===== config.mk =====
export PLATFORM = sky130hd
export DESIGN_NAME = avmm_sdram_write_wrapper
export DESIGN_NICKNAME = d
export VERILOG_FILES = /design/src/rtl/avmm_sdram_write_wrapper.sv
export SDC_FILE = /design/constraint.sdc
export NUM_CORES = 1
export LEC_CHECK = 0
export CAP_MARGIN = 20
export CORE_MARGIN = 10
export CORE_UTILIZATION = 30
export DETAILED_ROUTE_END_ITERATION = 7
export PLACE_DENSITY = 0.53
export SKIP_LAST_GASP = 1
export SYNTH_ARGS = -nofsm -noshare
export SYNTH_HDL_FRONTEND = slang
export SYNTH_SLANG_ARGS = --single-unit

===== constraint.sdc =====
create_clock -name clk -period 3.58 [get_ports clk]
set_input_delay 0.716 -clock clk [delete_from_list [all_inputs] [get_ports clk]]
set_output_delay 0.716 -clock clk [all_outputs]
set_load 0.005 [all_outputs]

===== src/rtl/avmm_sdram_write_wrapper.sv =====
// avmm_sdram_write_wrapper: splits a start/count write command plus a valid/ready stream into Avalon-MM burst writes.
// Ports:
//   clk, rst_n                  clock, asynchronous active-low reset
//   write_addr, write_cnt       byte start address and beat count, sampled with write_start in IDLE
//   write_start                 command pulse
//   write_data/valid/ready      input beat stream
//   write_busy, write_done      command status (done is a one-cycle pulse)
//   address, burstcount         Avalon burst address/length, held for the whole burst
//   writedata, byteenable       Avalon write data, byteenable tied all-ones
//   write, waitrequest          Avalon write request and slave stall
module avmm_sdram_write_wrapper #(
  parameter int SDRAM_DATA_W = 128,
  parameter int MAX_BURST = 64
) (
  input  logic                      clk,
  input  logic                      rst_n,
  input  logic [31:0]               write_addr,
  input  logic [31:0]               write_cnt,
  input  logic                      write_start,
  input  logic [SDRAM_DATA_W-1:0]   write_data,
  input  logic                      write_valid,
  output logic                      write_ready,
  output logic                      write_busy,
  output logic                      write_done,
  output logic [31:0]               address,
  output logic [10:0]               burstcount,
  output logic [SDRAM_DATA_W-1:0]   writedata,
  output logic [SDRAM_DATA_W/8-1:0] byteenable,
  output logic                      write,
  input  logic                      waitrequest
);
  typedef enum logic [1:0] {IDLE, SETUP, BURST, DONE} state_t;
  localparam logic [31:0] BYTES = 32'(SDRAM_DATA_W / 8);
  localparam logic [31:0] MAXB = 32'(MAX_BURST);
  state_t state, state_n;
  logic [31:0] next_addr, next_addr_n, remaining, remaining_n, address_n;
  logic [10:0] burstcount_n, beats_acc, beats_acc_n, beats_loaded, beats_loaded_n;
  logic [SDRAM_DATA_W-1:0] writedata_n;
  logic write_n, load, accept;
  assign byteenable = '1;
  // A new beat may enter the single output register only if the burst still needs
  // beats and the register is empty or being drained this cycle.
  assign write_ready = (state == BURST) && (beats_loaded < burstcount) && (!write || !waitrequest);
  assign load = write_valid && write_ready;
  assign accept = (state == BURST) && write && !waitrequest;
  always_comb begin
    state_n = state;
    next_addr_n = next_addr;
    remaining_n = remaining;
    address_n = address;
    burstcount_n = burstcount;
    beats_acc_n = beats_acc;
    beats_loaded_n = beats_loaded;
    writedata_n = writedata;
    write_n = write;
    case (state)
      IDLE: if (write_start) begin
        next_addr_n = write_addr;
        remaining_n = write_cnt;
        state_n = (write_cnt == 32'd0) ? DONE : SETUP;
      end
      SETUP: begin
        address_n = next_addr;
        // MAX_BURST is at most 1024, so the truncation to 11 bits is lossless
        burstcount_n = (remaining < MAXB) ? remaining[10:0] : MAXB[10:0];
        beats_acc_n = '0;
        beats_loaded_n = '0;
        state_n = BURST;
      end
      BURST: begin
        if (load) begin
          writedata_n = write_data;
          write_n = 1'b1;
          beats_loaded_n = beats_loaded + 11'd1;
        end else if (accept) write_n = 1'b0;
        if (accept) begin
          beats_acc_n = beats_acc + 11'd1;
          remaining_n = remaining - 32'd1;
          if (beats_acc_n == burstcount) begin
            next_addr_n = address + 32'(burstcount) * BYTES;
            state_n = (remaining_n == 32'd0) ? DONE : SETUP;
          end
        end
      end
      default: state_n = IDLE;
    endcase
  end
  always_ff @(posedge clk or negedge rst_n) begin
    if (!rst_n) begin
      state <= IDLE;
      next_addr <= '0;
      remaining <= '0;
      address <= '0;
      burstcount <= '0;
      beats_acc <= '0;
      beats_loaded <= '0;
      writedata <= '0;
      write <= 1'b0;
      write_busy <= 1'b0;
      write_done <= 1'b0;
    end else begin
      state <= state_n;
      next_addr <= next_addr_n;
      remaining <= remaining_n;
      address <= address_n;
      burstcount <= burstcount_n;
      beats_acc <= beats_acc_n;
      beats_loaded <= beats_loaded_n;
      writedata <= writedata_n;
      write <= write_n;
      write_busy <= state_n != IDLE;
      write_done <= state_n == DONE;
    end
  end
endmodule


==> flow_summary.ini <==
[worst_setup_path]
worst_r2r_dst = state[1]
cp_slowest_cell = sky130_fd_sc_hd__dfrtp_1
endpoint_kind = primary output
worst-endpoint-arrival_ns = 2.34
worst-setup-path-type = flop to primary output
worstRegToRegCells = 10
worst-endpoint-required_ns = 2.86
startpoint_type = flop
cpPeakStageDelay_ns = 0.40
critical_path.cell_chain = inv_1 > ha_1 > a2111oi_0 > o21ai_1 > a31oi_1 > dlymetal6s2s_1
critical_path.max_fanout = 4
timing.rr.start = remaining[0]
reg2reg_setup_slack_ns = 0.65

[detailed_routing]
initialDrtViolationCount = 678
wire_per_inst_um = 21.82
detail_route.wirelength_mm = 49.00
route.detailed.drc = 0
vias_per_cell = 4.937
detail_route.first_pass.iterations = 5
vias = 11090
drtAntennaViolNets = 0

[synthesis]
ys.warnings.count = 0
async_flop_share = 1.000
number_of_library_cell_types_mapped_by_synthesis = 83
dominantRegCellSynth = sky130_fd_sc_hd__dfrtp_1
synth_enable_flop_cells = 0
cell_area_after_synthesis_um2 = 13080
syn-instance-count = 1271
yosysTopAreaCell = sky130_fd_sc_hd__dfrtp_1
ys_ff_latch = 262
synthesis.area_per_instance_um2 = 10.29
yosys_top_cell_area_share = 0.5014
post_synth_main_area_contributors = sky130_fd_sc_hd__dfrtp_1 (50%), sky130_fd_sc_hd__mux2_1 (9.7%), sky130_fd_sc_hd__nand2_1 (5.3%)
synth_seq_area_share = 0.5014

[cells_and_area]
post_layout_nets = 1861
mostFrequentLayoutCell = sky130_fd_sc_hd__clkdlybuf4s50_1
drive_gt1_frac = 0.07906
final_cell_mix = sky130_fd_sc_hd__clkdlybuf4s50_1 (369), sky130_fd_sc_hd__dfrtp_1 (259), sky130_fd_sc_hd__nand2_1 (183)
final_instance_count_excl_fillers = 2246
area_delta_synth_final_pct = 41.63

[floorplanning]
floorplan.io_pins = 388
die_width_um = 228.8
die_area_um2 = 52330
fp.coreArea_um2 = 43080
starting_utilization_of_the_core_area = 0.3035
die_h_um = 228.8
rows = 76

[timing]
finalWorstPathRequiredPeriod_ns = 3.052
drv_slew = 0
worst_clock_skew_ns = 0.01016
final_hold_viol_count = 0
finalCritPeriodShare = 0.8524
finalSetupViolations = 0
pin_slew_with_the_least_headroom_to_its_limit_ns = 0.9024
finalSetupTns_ns = 0
fmaxAchievable_mhz = 327.7
worst_slew_margin_rel = 0.3984
finalHoldWorstSlack_ns = 0.1771
setup_repair_after_global_routing_missed_its_margin = false

[global_routing]
track_usage = 0.1812
grt_pass1_vias = 11430
grt-ovfl-total = 0
grt_pass1_wl_mm = 74.33
largest_net_degree_at_the_start_of_global_routing = 94
antenna_found_initial = 9

[clocking]
cts_inserted_buffers = 31
h-tree-depth = 1
cts.sink_count = 262
cts-hold-fix-buffers = 0
clock_latency_reported_for_the_late_side_of_the_worst_skew_pair_ns = 0.59
library_cell_used_as_clock_root_buffer = sky130_fd_sc_hd__clkbuf_16
clkSlewWorstSetupHoldPaths_ns = 0.06
tritoncts = built
clockBufferDepth = 3

[power_and_ir_drop]
power_per_cell_area_nw_per_um2 = 797.7
leakage_power_nw = 7.674
max-vdd-ir-drop_mv = 0.4756

[placed_design]
io_buffer_count = 371
dpl.cell_count = 2188
gp_congestion = 0.8930
detailedPlacementHpwl_mm = 37.20

[run_status]
run_status = completed

[job]
timing.max_cap.violations = 0

[worst_hold_path]
min_path_type = input port to async pin
==> flip-flops by register name (all words and copies together) (netlist names) <==
| name | count |
|---|---|
| burstcount | 11 |
| next_addr | 32 |
| state | 2 |
| writedata | 128 |
| address | 32 |
| beats_loaded | 11 |
| write | 1 |
| write_done | 1 |
| beats_acc | 11 |
| write_busy | 1 |
| remaining | 32 |
==> Yosys cell counts (11+ instances only) <==
cell and n:
sky130_fd_sc_hd__nor2_1 84, sky130_fd_sc_hd__nor3_1 19, sky130_fd_sc_hd__a21oi_1 62, sky130_fd_sc_hd__inv_1 26, sky130_fd_sc_hd__mux2_2 16, sky130_fd_sc_hd__xnor2_1 32, sky130_fd_sc_hd__ha_1 25, sky130_fd_sc_hd__nand3_1 32
sky130_fd_sc_hd__buf_4 16, sky130_fd_sc_hd__and3_1 13, sky130_fd_sc_hd__buf_2 11, sky130_fd_sc_hd__clkbuf_1 49, sky130_fd_sc_hd__mux2_1 113, sky130_fd_sc_hd__o22ai_1 12, sky130_fd_sc_hd__mux2i_1 13, sky130_fd_sc_hd__o21ai_1 45
sky130_fd_sc_hd__nand2_1 183, sky130_fd_sc_hd__nand4_1 17, sky130_fd_sc_hd__xor2_1 16, sky130_fd_sc_hd__a31oi_1 11, sky130_fd_sc_hd__dfrtp_1 262, sky130_fd_sc_hd__nor4_1 20, sky130_fd_sc_hd__o21ai_0 58
==> metal layers <==
| layer | global-route usage | vias up | share of wire |
|---|---|---|---|
| met5 | 0 | - | 0.0017 |
| met2 | 0.2885 | 379 | 0.45 |
| met1 | 0.2221 | 5447 | 0.42 |
| met4 | 0.04082 | 12 | 0.022 |
| li1 | - | 5185 | - |
| met3 | 0.07905 | 65 | 0.10 |
==> critical path, delay by kind of cell, from the launching register on <==
family                     cells  cell delay, ns
buffers and inverters          2            0.29
DFF                            1            0.40
adders and majority gates      1            0.31
AOI/OAI and AO/OA              3            0.75
==> layout make-up <==
type                            instances  area, um2
Timing Repair Buffer                  403       4049
Multi-Input combinational cell        913       6082
Tap cell                              585      732.0
Clock buffer                           43      890.9
Inverter                               27      101.3
Fill cell                            4157      24560
Clock inverter                          9      92.59
Sequential cell                       262       6560
Antenna cell                            4      10.01
==> where the power goes <==
| part | leakage (nW) | switching, mW | total, mW | internal [mW] |
|---|---|---|---|---|
| Clock | 0.478 | 1.30 | 3.09 | 1.79 |
| Combinational | 3.99 | 3.01 | 6.35 | 3.34 |
| Sequential | 3.21 | 1.08 | 5.33 | 4.25 |
| Total | 7.67 | 5.39 | 14.8 | 9.38 |
==> worst max path at each step <==
stage / from / end / slack [ns]
2_1_floorplan: burstcount[5] / writedata[14] / 0.98
3_3_place_gp: waitrequest / next_addr[17] / 0.45
3_5_place_dp: waitrequest / next_addr[14] / 0.39
4_1_cts: burstcount[5] / write_ready / 0.05
5_1_grt: burstcount[5] / write_ready / 0.27
6_report: burstcount[5] / write_ready / 0.53
==> through the flow <==
step                power, mW    util  setup slack (ns)  area, um2
floorplan               8.183       -            0.9794      13130
global placement        11.66  0.4060            0.4470      17490
detailed placement      11.73  0.4060            0.3895      17490
CTS                     14.95  0.4291           0.04919      18490
global route            15.79  0.4297            0.2740      18510
finish                  14.77  0.4299            0.5283      18520
==> logic make-up (layout without fill, tap and decap cells) <==
| family | Yosys count | count (layout) | synth area share |
|---|---|---|---|
| other | 1 | 20 | 0.0002868 |
| xor gates and xnor gates | 49 | 49 | 0.03340 |
| adders and majority gates | 26 | 26 | 0.02545 |
| and+or+nand+nor | 429 | 429 | 0.1608 |
| DFF | 262 | 262 | 0.5014 |
| AOI/OAI and AO/OA | 251 | 251 | 0.1162 |
| muxes | 142 | 142 | 0.1211 |
| buffers and inverters | 111 | 482 | 0.04143 |
==> what timing repair did <==
item / in CTS / in global routing
endpoints found under the setup margin: 1 / 1
gates resized for setup: 3 / 1
gates cloned: 0 / 0
setup buffers: 1 / 0
Note: power is estimated with default switching activity, not from simulation.
